**src/rtl/config_loader.sv**
```systemverilog
// Configuration-memory write sequencer: turns a header plus N payload words
// into one-hot write strobes with per-target address formation.
module config_loader #(
    parameter int NURN_CNT_BIT_WIDTH      = 8,
    parameter int AXON_CNT_BIT_WIDTH      = 8,
    parameter int DSIZE                   = 16,
    parameter int AER_BIT_WIDTH           = 32,
    parameter int CONFIG_PARAMETER_NUMBER = 9
) (
    input  logic                                         clk_i,
    input  logic                                         rst_n_i,
    input  logic                                         cfg_mode_i,
    input  logic [AER_BIT_WIDTH-1:0]                     pkt_data_i,
    input  logic                                         pkt_valid_i,
    output logic                                         pkt_ready_o,
    output logic [DSIZE*2-1:0]                           config_data_o,
    output logic [CONFIG_PARAMETER_NUMBER-1:0]           config_write_enable_o,
    output logic [NURN_CNT_BIT_WIDTH-1:0]                addr_config_a_o,
    output logic [NURN_CNT_BIT_WIDTH-1:0]                addr_config_b_o,
    output logic [NURN_CNT_BIT_WIDTH+AXON_CNT_BIT_WIDTH-1:0] addr_config_c_o,
    output logic                                         ce_o,
    output logic                                         busy_o,
    output logic                                         load_done_o,
    output logic                                         load_err_o
);
    localparam int NW = NURN_CNT_BIT_WIDTH;
    localparam int AW = AXON_CNT_BIT_WIDTH;
    localparam int CW = NW + AW;
    localparam int DW = DSIZE * 2;
    localparam int TN = CONFIG_PARAMETER_NUMBER;

    typedef enum logic [1:0] {IDLE = 2'd0, LOAD = 2'd1, DRAIN = 2'd2} state_t;

    state_t          state_q, state_d;
    logic [3:0]      tgt_q, tgt_d;
    logic [7:0]      rem_q, rem_d;
    logic [CW-1:0]   cnt_q, cnt_d;
    logic [DW-1:0]   data_q, data_d;
    logic [TN-1:0]   we_q, we_d;
    logic [NW-1:0]   addr_a_q, addr_a_d;
    logic [NW-1:0]   addr_b_q, addr_b_d;
    logic [CW-1:0]   addr_c_q, addr_c_d;
    logic            ce_q, ce_d;
    logic            done_q, done_d;
    logic            err_q, err_d;

    logic            accept_s;
    logic [3:0]      hdr_tgt_s;
    logic [7:0]      hdr_cm1_s;
    logic [15:0]     hdr_addr_s;
    logic            hdr_ok_s;

    // The loader never holds back a word except while configuration mode is off.
    assign pkt_ready_o = cfg_mode_i;
    assign accept_s    = pkt_valid_i & cfg_mode_i;
    assign hdr_tgt_s   = pkt_data_i[AER_BIT_WIDTH-1 -: 4];
    assign hdr_cm1_s   = pkt_data_i[AER_BIT_WIDTH-5 -: 8];
    assign hdr_addr_s  = pkt_data_i[15:0];
    assign hdr_ok_s    = ({28'd0, hdr_tgt_s} < 32'(TN));

    // Next-state, counter and registered-output computation.
    always_comb begin
        state_d  = state_q;
        tgt_d    = tgt_q;
        rem_d    = rem_q;
        cnt_d    = cnt_q;
        data_d   = data_q;
        addr_a_d = addr_a_q;
        addr_b_d = addr_b_q;
        addr_c_d = addr_c_q;
        err_d    = err_q;
        we_d     = {TN{1'b0}};
        ce_d     = 1'b0;
        done_d   = 1'b0;
        case (state_q)
            IDLE: begin
                if (accept_s) begin
                    tgt_d = hdr_tgt_s;
                    rem_d = hdr_cm1_s;
                    cnt_d = CW'(hdr_addr_s);
                    if (hdr_ok_s) begin
                        state_d = LOAD;
                        err_d   = 1'b0;
                    end else begin
                        state_d = DRAIN;
                        err_d   = 1'b1;
                    end
                end else begin
                    state_d = IDLE;
                end
            end
            LOAD: begin
                if (accept_s) begin
                    data_d   = pkt_data_i[DW-1:0];
                    we_d     = {{(TN-1){1'b0}}, 1'b1} << tgt_q;
                    ce_d     = 1'b1;
                    addr_a_d = {NW{1'b0}};
                    addr_b_d = {NW{1'b0}};
                    addr_c_d = {CW{1'b0}};
                    case (tgt_q)
                        4'd0, 4'd8:             addr_a_d = cnt_q[NW-1:0];
                        4'd1, 4'd2:             addr_b_d = cnt_q[NW-1:0];
                        4'd3, 4'd4, 4'd5, 4'd6: addr_c_d = {cnt_q[NW-1:0], {AW{1'b0}}};
                        4'd7:                   addr_c_d = cnt_q;
                        default:                addr_c_d = {CW{1'b0}};
                    endcase
                    // The number register always lands at its single address.
                    if (tgt_q != 4'd8) begin
                        cnt_d = cnt_q + {{(CW-1){1'b0}}, 1'b1};
                    end else begin
                        cnt_d = cnt_q;
                    end
                    if (rem_q == 8'd0) begin
                        state_d = IDLE;
                        done_d  = 1'b1;
                    end else begin
                        rem_d = rem_q - 8'd1;
                    end
                end else begin
                    state_d = LOAD;
                end
            end
            DRAIN: begin
                if (accept_s) begin
                    if (rem_q == 8'd0) begin
                        state_d = IDLE;
                        done_d  = 1'b1;
                    end else begin
                        rem_d = rem_q - 8'd1;
                    end
                end else begin
                    state_d = DRAIN;
                end
            end
            default: state_d = IDLE;
        endcase
    end

    // State and output registers.
    always_ff @(posedge clk_i or negedge rst_n_i) begin
        if (!rst_n_i) begin
            state_q  <= IDLE;
            tgt_q    <= 4'd0;
            rem_q    <= 8'd0;
            cnt_q    <= {CW{1'b0}};
            data_q   <= {DW{1'b0}};
            we_q     <= {TN{1'b0}};
            addr_a_q <= {NW{1'b0}};
            addr_b_q <= {NW{1'b0}};
            addr_c_q <= {CW{1'b0}};
            ce_q     <= 1'b0;
            done_q   <= 1'b0;
            err_q    <= 1'b0;
        end else begin
            state_q  <= state_d;
            tgt_q    <= tgt_d;
            rem_q    <= rem_d;
            cnt_q    <= cnt_d;
            data_q   <= data_d;
            we_q     <= we_d;
            addr_a_q <= addr_a_d;
            addr_b_q <= addr_b_d;
            addr_c_q <= addr_c_d;
            ce_q     <= ce_d;
            done_q   <= done_d;
            err_q    <= err_d;
        end
    end

    assign config_data_o         = data_q;
    assign config_write_enable_o = we_q;
    assign addr_config_a_o       = addr_a_q;
    assign addr_config_b_o       = addr_b_q;
    assign addr_config_c_o       = addr_c_q;
    assign ce_o                  = ce_q;
    assign load_done_o           = done_q;
    assign load_err_o            = err_q;
    assign busy_o                = (state_q != IDLE);

endmodule

```
**config.mk**
```make
export PLATFORM = sky130hd
export DESIGN_NAME = config_loader
export DESIGN_NICKNAME = d
export VERILOG_FILES = /design/src/rtl/config_loader.sv
export SDC_FILE = /design/constraint.sdc
export NUM_CORES = 1
export LEC_CHECK = 0
export CORE_UTILIZATION = 39
export DETAILED_ROUTE_END_ITERATION = 8
export PLACE_DENSITY_LB_ADDON = 0.15
export SETUP_SLACK_MARGIN = 0.05
export SKIP_LAST_GASP = 1
export SLEW_MARGIN = 15
export SYNTH_ARGS = -nofsm -noshare
export SYNTH_HDL_FRONTEND = slang
export SYNTH_SLANG_ARGS = --single-unit
export TNS_END_PERCENT = 100
```
**constraint.sdc**
```tcl
create_clock -name clk_i -period 2.3 [get_ports clk_i]
set_input_delay 0.46 -clock clk_i [delete_from_list [all_inputs] [get_ports clk_i]]
set_output_delay 0.46 -clock clk_i [all_outputs]
set_load 0.1 [all_outputs]
```
==> run_results.csv <==
group,metric,value,unit
grt,grt_antenna_before_repair,0,
die,effective_utilization_at_floorplan,0.402,
logic_synthesis,synth_async_sr_flop_share,1.00,
grt,global_route_wire_length_before_repair,21000,um
placed_design,place_hpwl,9310,um
clock_tree,ctsLongestPathBuffers,2,
sta,setup-tns-final,0,ps
sta,timing.max_slew.rel_slack,0.650,
logic_synthesis,synth_largest_area_cell,"sky130_fd_sc_hd__dfrtp_1",
logic_synthesis,synth_cell_types,57,
placed_design,dpl-instance-area,6120,sq um
logic_synthesis,synth.avg_cell_area,9.99,sq um
clock_tree,cts_made_buffers,9,
finish,final_cell_area,6410,sq um
die,top_level_ports,114,
grt,via_count_of_the_first_global_routing_pass,4070,
sta,timing.final.hold_violations,0,
clock_tree,cts.repair.resized,0,
setup_path,worstPathRequired,1840,ps
clock_tree,cts_hold_buffers,0,
clock_tree,cts_num_sinks,106,
clock_tree,post-cts-setup-buffer-count,0,
clock_tree,htreeDepth,3,
die,die_area,12900,sq um
clock_tree,cts_tree,"built",
logic_synthesis,synth-warning-count,0,
run,number_of_maximum_capacitance_constraint_violations,0,
logic_synthesis,synthCells,487,
sta,max_freq,492,MHz
sta,final_skew,11.1,ps
grt,total_global_routing_overflow,0,
finish,register_area,2650,sq um
logic_synthesis,yosys-top-cells-area,"sky130_fd_sc_hd__dfrtp_1 55%, sky130_fd_sc_hd__nand2_1 8.3%, sky130_fd_sc_hd__a22o_1 4.3%",
grt,grt_start_max_net_pins,51,
clock_tree,cts-root-buf,"sky130_fd_sc_hd__clkbuf_16",
setup_path,startpoint_type,"register",
die,area_of_the_core_region,12100,sq um
clock_tree,cts.reportedPaths.clkPinSlew,70,ps
logic_synthesis,synth_flop_cell,"sky130_fd_sc_hd__dfrtp_1",
routing,post_drt_wl_per_cell,16.7,um
routing,route.antenna.remaining_nets,0,
logic_synthesis,synth_edf_count,0,
finish,layout.nets,651,
logic_synthesis,synth.most_common_cell,"sky130_fd_sc_hd__nand2_1",
die,die-height,114,um
die,chipWidth,114,um
setup_path,arrival,1570,ps
routing,drcViolationCount,0,
sta,period_share,0.883,
outcome,status,"finished, final reports clean",
sta,setup_viol,0,
finish,combined_area_of_the_multi_input_logic_cells,2030,sq um
setup_path,critical_path_class,"reg -> out",
routing,dr.first_iter.drc_count,236,
sta,worst_pin_slew,522,ps
min_path,timing.hold.worst.class,"in -> async",
finish,number_of_fillers_in_the_final_layout,1125,
routing,finalWirelength,13000,um
logic_synthesis,postSynthNetCount,530,
routing,route.detailed.vias_per_inst,5.28,
logic_synthesis,mappedNetlistArea,4870,sq um
finish,antenna-diode-count,0,
finish,layout-drive-gt1-share,0.230,
finish,syn2layout_area_growth,31.7,%
setup_path,worst-path-max-fanout,9,
logic_synthesis,yosys_register_bits,106,
logic_synthesis,area_fraction_of_the_dominant_cell_type_after_synthesis,0.545,
sta,timing.final.crit_period,2030,ps
clock_tree,clkLatencyLatePin,350,ps
sta,final_max_slew_viol_count,0,
routing,vias,4123,
grt,overall_global_routing_resource_usage,0.209,
logic_synthesis,seq_area_frac_synth,0.545,
die,num_rows,40,
placed_design,gpl.final_weighted_congestion,0.849,
sta,rsz_0062_raised_after_global_routing,"false",
routing,firstDrtPassIters,4,
placed_design,place.port_buffers,113,
setup_path,worst_setup_path_end_kind,"output port",
logic_synthesis,ys_top_cells_by_count,"107 x sky130_fd_sc_hd__nand2_1, 106 x sky130_fd_sc_hd__dfrtp_1, 24 x sky130_fd_sc_hd__a22o_1",
finish,post-route-util,0.529,
==> layout make-up <==
class	instances	share of cell area
clock buffer	10	0.0357
sequential	106	0.414
inverter	13	0.00762
multi-input combinational	337	0.317
timing repair buffer	141	0.184
clock inverter	6	0.00840
tap	168	0.0328
==> worst max-delay path: stages (launching register included) <==
cell	delay [ps]
sky130_fd_sc_hd__dfrtp_1	440
sky130_fd_sc_hd__inv_1	100
sky130_fd_sc_hd__ha_1	330
sky130_fd_sc_hd__inv_1	160
sky130_fd_sc_hd__buf_12	190
==> sequential cells by signal, summed over array words and instances (netlist names) <==
name and count:
addr_config_a_o 8, load_done_o 1, ce_o 1, state_q 2, rem_q 8, addr_config_c_o 16
tgt_q 4, config_data_o 32, load_err_o 1, addr_config_b_o 8, config_write_enable_o 9, cnt_q 16
==> cells in the final DEF (no fill, tap or decap), drive strengths merged, types with 4 or more instances in the layout <==
cell           instances
o22ai                 10
and4                   5
a22o                  24
nor3                  18
inv                   18
clkdlybuf4s50         34
nand2b                 6
nor2                  24
mux2i                  4
nor4                   6
clkbuf                10
o21ai                 17
dfrtp                106
nand4                  6
a22oi                  5
a21o                   6
nand3                 10
buf                  107
ha                     7
a21oi                 15
a211oi                 5
a221o                  8
and2                  11
mux2                   5
nand2                107
==> final timing paths <==
| check | cells after the start | slack (ps) | end | from |
|---|---|---|---|---|
| max | 4 | 270 | busy_o | state_q[0] |
| min | 1 | 20 | config_write_enable_o[2] | rst_n_i |
| max reg2reg | 8 | 300 | cnt_q[3] | state_q[1] |
| min reg2reg | 2 | 480 | config_data_o[8] | config_data_o[8] |
| max in group asynchronous | 2 | 1540 | config_data_o[12] | rst_n_i |
| min in group clk_i | 2 | 480 | config_data_o[8] | config_data_o[8] |
==> cells by family (layout without fill, tap and decap cells) <==
family                     count (synthesis)  after routing  share of synthesized area
buffers and inverters                     44            170                     0.0375
xor gates and xnor gates                   1              1                    0.00180
muxes                                      9              9                     0.0198
adders and majority gates                  7              7                     0.0180
and+or+nand+nor                          208            208                      0.210
DFF                                      106            106                      0.545
AOI/OAI and AO/OA                        112            112                      0.168
==> per-stage QoR <==
step	std cells	setup WS, ps	hold slack (ps)
floorplan	487	234	164
global placement	765	167	401
detailed placement	765	138	404
CTS	781	270	25.0
global route	781	139	37.3
finish	781	269	18.2
==> per-layer routing <==
metal	vias to the layer above	track usage	routed length, um
met1	2019	0.278	5850
met5	-	0	0
met4	0	0.0649	155
met2	110	0.341	6330
li1	1983	-	-
met3	11	0.0457	673
Power is left out: the tool's default activity adds up to more than one toggle a clock period on the data nets, which glitch-free logic cannot reach.
